[src/rtl/frontend_cmd_arbiter.sv]
// frontend_cmd_arbiter: shares the single 32-bit command channel into the
// frontend reset/command decoder among NREQ requesters. Grants are
// round-robin, but a reset-code word always wins (lowest index first). After
// a reset word is handed to the frontend, a HOLDOFF-cycle blackout keeps
// further commands away while the frontend reset is asserted.
// Ports:
//   clk, rst          clock, asynchronous active-high reset
//   req_data/valid    per-requester 32-bit word and valid (word i at [32*i+:32])
//   req_ready         one-hot accept, combinational from state/req_valid/last_grant
//   data_out/valid_out/ready_out  registered valid/ready output channel
//   busy              high while in the post-reset hold-off window
//   last_grant        index of the most recently accepted requester
module frontend_cmd_arbiter #(
  parameter int unsigned NREQ     = 4,
  parameter logic [31:0] RST_CODE = 32'hF000_0000,
  parameter int unsigned HOLDOFF  = 32
) (
  input  logic                    clk,
  input  logic                    rst,
  input  logic [NREQ*32-1:0]      req_data,
  input  logic [NREQ-1:0]         req_valid,
  output logic [NREQ-1:0]         req_ready,
  output logic [31:0]             data_out,
  output logic                    valid_out,
  input  logic                    ready_out,
  output logic                    busy,
  output logic [$clog2(NREQ)-1:0] last_grant
);

  localparam int unsigned GW = $clog2(NREQ);
  localparam int unsigned CW = $clog2(HOLDOFF + 1);

  typedef enum logic [1:0] {S_IDLE, S_SEND, S_HOLD} state_t;

  state_t          state, state_d;
  logic [31:0]     data_d;
  logic            valid_d;
  logic            busy_d;
  logic [GW-1:0]   grant_d;
  logic            rst_flag, rst_flag_d;
  logic [CW-1:0]   cnt, cnt_d;

  logic            any_valid;
  logic            found_rst;
  logic [GW-1:0]   rst_idx;
  logic [GW-1:0]   rr_idx;
  logic [GW-1:0]   gnt;
  logic [31:0]     gnt_word;

  // Grant selection: lowest reset-code requester, else round-robin after last_grant.
  always_comb begin
    any_valid = |req_valid;
    found_rst = 1'b0;
    rst_idx   = '0;
    rr_idx    = '0;
    for (int unsigned i = NREQ; i >= 1; i--) begin
      if (req_valid[i-1] && (req_data[32*(i-1) +: 32] == RST_CODE)) begin
        found_rst = 1'b1;
        rst_idx   = GW'(i-1);
      end
    end
    // Descending scan so the smallest offset from last_grant is kept.
    for (int unsigned k = NREQ; k >= 1; k--) begin
      if (req_valid[GW'((32'(last_grant) + k) % NREQ)]) begin
        rr_idx = GW'((32'(last_grant) + k) % NREQ);
      end
    end
    gnt      = found_rst ? rst_idx : rr_idx;
    gnt_word = req_data[32*32'(gnt) +: 32];
  end

  // Next-state and combinational accept.
  always_comb begin
    state_d    = state;
    data_d     = data_out;
    valid_d    = valid_out;
    grant_d    = last_grant;
    rst_flag_d = rst_flag;
    cnt_d      = cnt;
    req_ready  = '0;
    case (state)
      S_IDLE: begin
        if (any_valid && !rst) begin
          req_ready[gnt] = 1'b1;
          data_d         = gnt_word;
          valid_d        = 1'b1;
          grant_d        = gnt;
          rst_flag_d     = (gnt_word == RST_CODE);
          state_d        = S_SEND;
        end
      end
      S_SEND: begin
        if (ready_out) begin
          valid_d = 1'b0;
          if (rst_flag) begin
            state_d = S_HOLD;
            cnt_d   = CW'(HOLDOFF - 1);
          end else begin
            state_d = S_IDLE;
          end
        end
      end
      S_HOLD: begin
        if (cnt == '0) begin
          state_d = S_IDLE;
        end else begin
          cnt_d = cnt - CW'(1);
        end
      end
      default: state_d = S_IDLE;
    endcase
    busy_d = (state_d == S_HOLD);
  end

  // State and output registers.
  always_ff @(posedge clk or posedge rst) begin
    if (rst) begin
      state      <= S_IDLE;
      data_out   <= '0;
      valid_out  <= 1'b0;
      busy       <= 1'b0;
      last_grant <= GW'(NREQ - 1);
      rst_flag   <= 1'b0;
      cnt        <= '0;
    end else begin
      state      <= state_d;
      data_out   <= data_d;
      valid_out  <= valid_d;
      busy       <= busy_d;
      last_grant <= grant_d;
      rst_flag   <= rst_flag_d;
      cnt        <= cnt_d;
    end
  end

endmodule

[config.mk]
export PLATFORM = sky130hd
export DESIGN_NAME = frontend_cmd_arbiter
export DESIGN_NICKNAME = d
export VERILOG_FILES = /design/src/rtl/frontend_cmd_arbiter.sv
export SDC_FILE = /design/constraint.sdc
export NUM_CORES = 1
export LEC_CHECK = 0
export ABC_AREA = 1
export CORE_ASPECT_RATIO = 0.9
export CORE_MARGIN = 3
export CORE_UTILIZATION = 39
export DETAILED_ROUTE_END_ITERATION = 7
export GPL_TIMING_DRIVEN = 0
export PLACE_DENSITY_LB_ADDON = 0.12
export RECOVER_POWER = 50
export SLEW_MARGIN = 25
export SYNTH_ARGS = -nofsm -noshare
export SYNTH_HDL_FRONTEND = slang
export SYNTH_SLANG_ARGS = --single-unit
[constraint.sdc]
create_clock -name clk -period 2.1 [get_ports clk]
set_input_delay 0.315 -clock clk [delete_from_list [all_inputs] [get_ports clk]]
set_output_delay 0.315 -clock clk [all_outputs]
set_load 0.1 [all_outputs]
==> run_results.csv, run 1 <==
group,metric,value,unit
run_status,status,"finished with violations",
run_status,violations,"negative setup slack",
yosys,syn-cell-area,3861,um2
routing,routed_wl,19590,um
routing,drt-initial-drc-count,631,
timing,slew_viol_final,0,
timing,maxSlewHeadroom,33.74,%
yosys,synth-seq-cells,45,
cells_and_area,multi_input_area,2861,um2
routing,route.detailed.drc,0,
yosys,synthArstFlopShare,100.0,%
die,core,9373,um2
yosys,ys_top_cells_by_area,"dfrtp_1 28%, nand2_1 27%, nor2_1 12%",
cells_and_area,n_fill_cell,758,
clock_tree,htree_num_levels,2,
critical_path,start_kind,"register",
yosys,synth-edff-count,0,
clock_tree,cts-root-buf,"clkbuf_8",
die,start_util,41.20,%
timing,hold_violations,0,
cells_and_area,drive_above_1_share,21.04,%
die,die_x,110.9,um
timing,rsz0062_at_grt,"true",
grt,grt_max_degree,25,
routing,avgRoutedWirePerCell,19.47,um
yosys,synth_cells,675,
timing,fin_crit,2.882,ns
timing,fin_skew,0.01710,ns
clock_tree,numCtsBuffers,5,
routing,vias,5684,
placed_design,dp_hpwl,14680,um
yosys,yosys.area.top_type,"dfrtp_1",
cells_and_area,antenna_cells,0,
routing,via_per_inst,5.650,
yosys,synthFlopType,"dfrtp_1",
critical_path,endpoint_kind,"output port",
grt,grt-ovfl-total,0,
timing,setup_viol_count_final,40,
placed_design,gp_congestion,1.019,
yosys,netlist.area_leader.share,27.87,%
yosys,ys_types,31,
critical_path,cp.required,1.78,ns
min_path,hold_class,"reg2reg",
critical_path,critical_path_class,"reg2out",
cells_and_area,seq_area,1136,um2
grt,grt_usage,34.34,%
timing,tns,-15.81,ns
timing,fin_ws,-0.7825,ns
yosys,synth.avg_cell_area,5.720,um2
cells_and_area,area_growth,78.68,%
die,num_io_pins,175,
yosys,synth.most_common_cell,"nand2_1",
critical_path,worst_ep_arrival_time,2.57,ns
clock_tree,tritoncts,"done",
run,maxCapViolations,0,
clock_tree,clk_pin_slew,0.10,ns
yosys,ys_seq_area_share,29.23,%
yosys,synthTopCellsByCount,"276 x nand2_1, 123 x nor2_1, 64 x nand3_1",
die,die-height,100.4,um
yosys,syn-num-nets,811,
timing,timing.fmax,0.3469,GHz
routing,first_pass_iters,6,
clock_tree,clkSinkCount,45,
routing,final_antenna_net_count,0,
grt,antenna_found_initial,0,
timing,worstMarginPinSlew,0.9978,ns
clock_tree,clk_latency,0.33,ns
grt,grt_pass1_wl,30020,um
die,die-area,11130,um2
yosys,ys_warn_count,0,
critical_path,cp_max_fo,8,
die,rows,33,
grt,grt_pass1_vias,5691,
clock_tree,clockBufferDepth,2,
placed_design,port_buffers,174,
cells_and_area,fin_nets,1019,
timing,fin_crit_sh,137.3,%
[flip-flops by register name (all words and copies together) (netlist names)]
name,cells
busy,1
cnt,6
data_out,32
last_grant,2
rst_flag,1
state,2
valid_out,1
[through the flow]
stage | area [um2] | utilization [%] | setup WS, ns | hold slack (ns) | cells
after detailed placement | 5966 | 63.65 | -1.769 | 0.4670 | 972
after CTS | 6630 | 70.74 | -0.7079 | 0.3883 | 1001
after global placement | 5946 | 63.44 | -1.711 | 0.4656 | 971
after global routing | 6899 | 73.61 | -0.8580 | 0.5086 | 1006
final | 6899 | 73.61 | -0.7825 | 0.4866 | 1006
after floorplan | 4051 | - | -0.8609 | 0.4229 | 675
[cells in the final DEF (no fill, tap or decap), types with 3 or more instances in the layout]
cell,instances
inv_1,37
nor2_1,99
clkdlybuf4s50_1,131
nor3_1,5
buf_8,3
nand3b_1,6
nand4_1,15
o21ai_0,7
buf_12,18
nand2_1,225
nor2_4,13
clkbuf_2,6
nand2_2,44
a31oi_1,17
nand3_4,4
clkbuf_16,3
o21ai_1,19
buf_4,14
nand2_4,8
clkbuf_4,4
nand3_1,42
clkbuf_8,5
nor2_2,15
clkbuf_1,5
dlymetal6s2s_1,4
dlygate4sd2_1,33
nand3_2,19
inv_2,5
buf_6,5
dfrtp_1,43
[worst max-delay path, stage by stage (launching register included)]
cell and delay, ns:
dfstp_4 0.66, buf_12 0.14, nand2_4 0.05, o21ai_4 0.09
nand2_1 0.08, nand2_1 0.09, nand2_2 0.08, nand3_2 0.08
nand2_4 0.07, nand3_4 0.10, nand2_8 0.09, buf_12 0.16
buf_12 0.14, nor3_4 0.21, buf_12 0.20
[kinds of logic after synthesis]
group | synth area share [%]
AO/OA/AOI/OAI | 7.420
adder cells (fa/ha/maj) | 0.3240
buffers and inverters | 8.846
flip-flops | 29.23
AND/OR/NAND/NOR | 54.18
[final timing paths]
kind                                            from                        to  slack [ns]  depth (start not counted)
setup / recovery           last_grant[0]$_DFFE_PP1P_              req_ready[3]       -0.78                         14
hold / removal              data_out[14]$_DFFE_PP0P_  data_out[14]$_DFFE_PP0P_        0.49                          2
min in group asynchronous                        rst   data_out[0]$_DFFE_PP0P_        0.62                          2
hold reg to reg             data_out[14]$_DFFE_PP0P_  data_out[14]$_DFFE_PP0P_        0.49                          2
max in group asynchronous                        rst  data_out[19]$_DFFE_PP0P_        0.33                          3
setup reg to reg           last_grant[0]$_DFFE_PP1P_      rst_flag$_DFFE_PP0P_       -0.74                         22
[timing repair]
| item | CTS | global route |
|---|---|---|
| setup buffers | 18 | 4 |
| pin swaps | 24 | 32 |
| endpoints found under the setup margin | 73 | 43 |
| cloned | 3 | 1 |
| hold buffers | 0 | 0 |
| gates resized for setup | 172 | 58 |
[per-layer routing]
layer / vias up / share of wire, % / track usage [%] / wire length [um]
li1: 2572 / - / - / -
met1: 2600 / 38 / 43.02 / 7509
met2: 427 / 46 / 56.48 / 9009
met3: 85 / 11 / 7.715 / 2100
met4: 0 / 4.9 / 16.57 / 966
met5: - / 0 / 0 / 0
[area by class of cell]
cell class              count  share of cell area [%]
inverters                  45                   2.630
repair buffers            201                   30.58
clock buffers               5                  0.9975
flip-flops and latches     45                   16.47
multi-input cells         555                   41.48
well taps                 122                   2.213
plain buffers              30                   5.277
clock inverters             3                  0.3627
Power of run 1 is left out: the tool's default activity adds up to more than one toggle a clock period on the data nets, which glitch-free logic cannot reach.
==> run 2, diff against run 1 <==
--- a/config.mk
+++ b/config.mk
@@ -13,6 +13,7 @@
 export GPL_TIMING_DRIVEN = 0
 export PLACE_DENSITY_LB_ADDON = 0.12
 export RECOVER_POWER = 50
+export REMOVE_ABC_BUFFERS = 1
 export SLEW_MARGIN = 25
 export SYNTH_ARGS = -nofsm -noshare
 export SYNTH_HDL_FRONTEND = slang
==> run 2 against run 1 <==
The flow finishes with violations (design-rule violations, negative setup slack). Wire length up 7.3%. Clock skew fell by 0.0089 ns. Clock-buffer cell count unchanged. Critical path type is now in2out. Critical endpoint is now req_ready[1]. Cell count is 2.2% higher. Sequential cell count unchanged. Design area increased by 4.6%. Non-clock buffer count up 7. Worst setup slack got worse by 0.072 ns. Fmax fell by 2.4%.
==> run_results.csv, run 2 (synthesis results as in run 1) <==
group,metric,value,unit
run_status,status,"finished with violations",
placed_design,place_area,5610,um2
critical_path,endpoint_kind,"output port",
cells_and_area,area_growth,86.91,%
timing,worstMarginPinSlew,1.013,ns
clock_tree,clkSinkCount,45,
cells_and_area,antenna_cells,0,
critical_path,slowest_stage,"clkdlybuf4s50_1",
placed_design,dp_hpwl,10810,um
grt,grt_usage,34.21,%
timing,fin_crit,2.954,ns
timing,slew_viol_final,0,
critical_path,r2r_cells,21,
timing,fin_skew,0.008238,ns
routing,vias,6013,
grt,antenna_found_initial,0,
critical_path,cp_max_fo,4,
cells_and_area,layout_common_cells,"214 x nand2_1, 116 x clkdlybuf4s50_1, 92 x nor2_1",
critical_path,cp.required,1.78,ns
routing,avgRoutedWirePerCell,20.44,um
timing,maxSlewHeadroom,32.74,%
min_path,whs_path_depth,5,
clock_tree,postCtsHoldBufs,0,
cells_and_area,drive_above_1_share,25.72,%
die,start_util,41.20,%
min_path,hold_class,"in2reg",
placed_design,gp_congestion,0.8677,
timing,rsz0062_at_grt,"true",
die,rows,33,
clock_tree,clk_pin_slew,0.09,ns
routing,final_antenna_net_count,0,
clock_tree,numCtsBuffers,5,
cells_and_area,fin_nets,1042,
die,core,9373,um2
timing,fin_crit_sh,140.7,%
routing,via_per_inst,5.849,
grt,grt_pass1_vias,5770,
die,num_io_pins,175,
routing,drt-initial-drc-count,626,
placed_design,port_buffers,174,
cells_and_area,reg_top3,"data_out: 32 flops, cnt: 6 flops",
die,die-height,100.4,um
clock_tree,htree_num_levels,2,
run,maxCapViolations,0,
cells_and_area,final_common_cell,"nand2_1",
critical_path,worst_ep_arrival_time,2.64,ns
routing,route.detailed.drc,2,
critical_path,crit_path_cell_trace,"clkdlybuf4s50_1 > inv_1 > nand2_1 > nand3_1 > nand2_2 > inv_2 > nand2_2 > nand2_1 > nand2_1 > nand2_2 > nand3_4 > nand2_8 > buf_12 > buf_6 > nor2_4 > buf_12",
grt,grt_max_degree,38,
cells_and_area,regMostFlops,"data_out",
timing,fin_ws,-0.8542,ns
critical_path,crit_path_max_incr_delay,0.56,ns
clock_tree,tritoncts,"done",
timing,setup_viol_count_final,40,
die,die_x,110.9,um
timing,hold_violations,0,
grt,grt_pass1_wl,30110,um
clock_tree,cts-root-buf,"clkbuf_8",
timing,timing.fmax,0.3385,GHz
critical_path,critical_path_class,"in2out",
run_status,violations,"design-rule violations, negative setup slack",
critical_path,startpoint,"req_valid[2]",
clock_tree,clockBufferDepth,2,
cells_and_area,largest_reg_flops,32,
critical_path,start_kind,"input pin",
clock_tree,clk_latency,0.31,ns
cells_and_area,design_area,7217,um2
critical_path,reg2reg_from,"last_grant[0]$_DFFE_PP1P_",
die,die-area,11130,um2
routing,first_pass_iters,8,
routing,routed_wl,21010,um
grt,grt-ovfl-total,0,
min_path,min_from,"req_data[1]",
[run 2: cell count changes in the layout (fill, tap and decap cells not counted), moves of 8 or more]
cell / change
buf_4: +20
clkdlybuf4s50_1: -15
dlygate4sd2_1: +18
nand2_1: -11
nand2_2: +13
nand2_8: +10
nand3_1: +11
nand3_2: -9
o21ai_1: -8
o21ai_2: +8
[run 2: metrics by stage]
step	TNS [ns]	utilization (%)	worst slack, ns	hold WS (ns)	std cells
after floorplan	-49.85	-	-3.251	0.4229	645
after global placement	-99.53	59.56	-3.292	0.4667	941
after detailed placement	-68.30	59.86	-2.794	0.4729	942
after CTS	-5.255	74.14	-0.5020	0.4118	1022
after global routing	-20.29	77.00	-0.9616	0.4913	1028
final	-17.48	77.00	-0.8542	0.4684	1028
[run 2: cell type report]
cell class,count,area (um2)
multi-input combinational,569,3127
timing repair buffer,238,2484
fill,696,2156
sequential,45,1129
inverter,45,203.9
tap,122,152.6
clock buffer,5,68.82
clock inverter,2,35.03
timing repair inverter,2,17.52
[run 2: worst paths after layout]
| kind | to | slack, ns |
|---|---|---|
| hold reg to reg | data_out[14]$_DFFE_PP0P_ | 0.48 |
| setup / recovery | req_ready[1] | -0.85 |
| setup reg to reg | rst_flag$_DFFE_PP0P_ | -0.81 |
| hold / removal | data_out[1]$_DFFE_PP0P_ | 0.47 |
| min in group asynchronous | data_out[0]$_DFFE_PP0P_ | 0.66 |
| max in group asynchronous | data_out[15]$_DFFE_PP0P_ | 0.23 |
[run 2: repair_timing]
item,CTS,global route
setup buffers,55,6
cloned,18,1
gates resized for setup,220,87
pin swaps,59,41
setup endpoints to repair,74,41
[run 2: critical path, delay by kind of cell]
| family | cells | cell delay, ns |
|---|---|---|
| AND/OR/NAND/NOR | 10 | 1.10 |
| buffers and inverters | 6 | 1.20 |
[run 2: per-layer routing]
metal | vias up | wire length [um] | track usage [%]
met4 | 0 | 1281 | 17.23
met3 | 123 | 2586 | 8.379
li1 | 2636 | - | -
met1 | 2766 | 7548 | 39.93
met2 | 488 | 9595 | 59.00
met5 | - | 0 | 0
Power of run 2 is left out for the same reason.
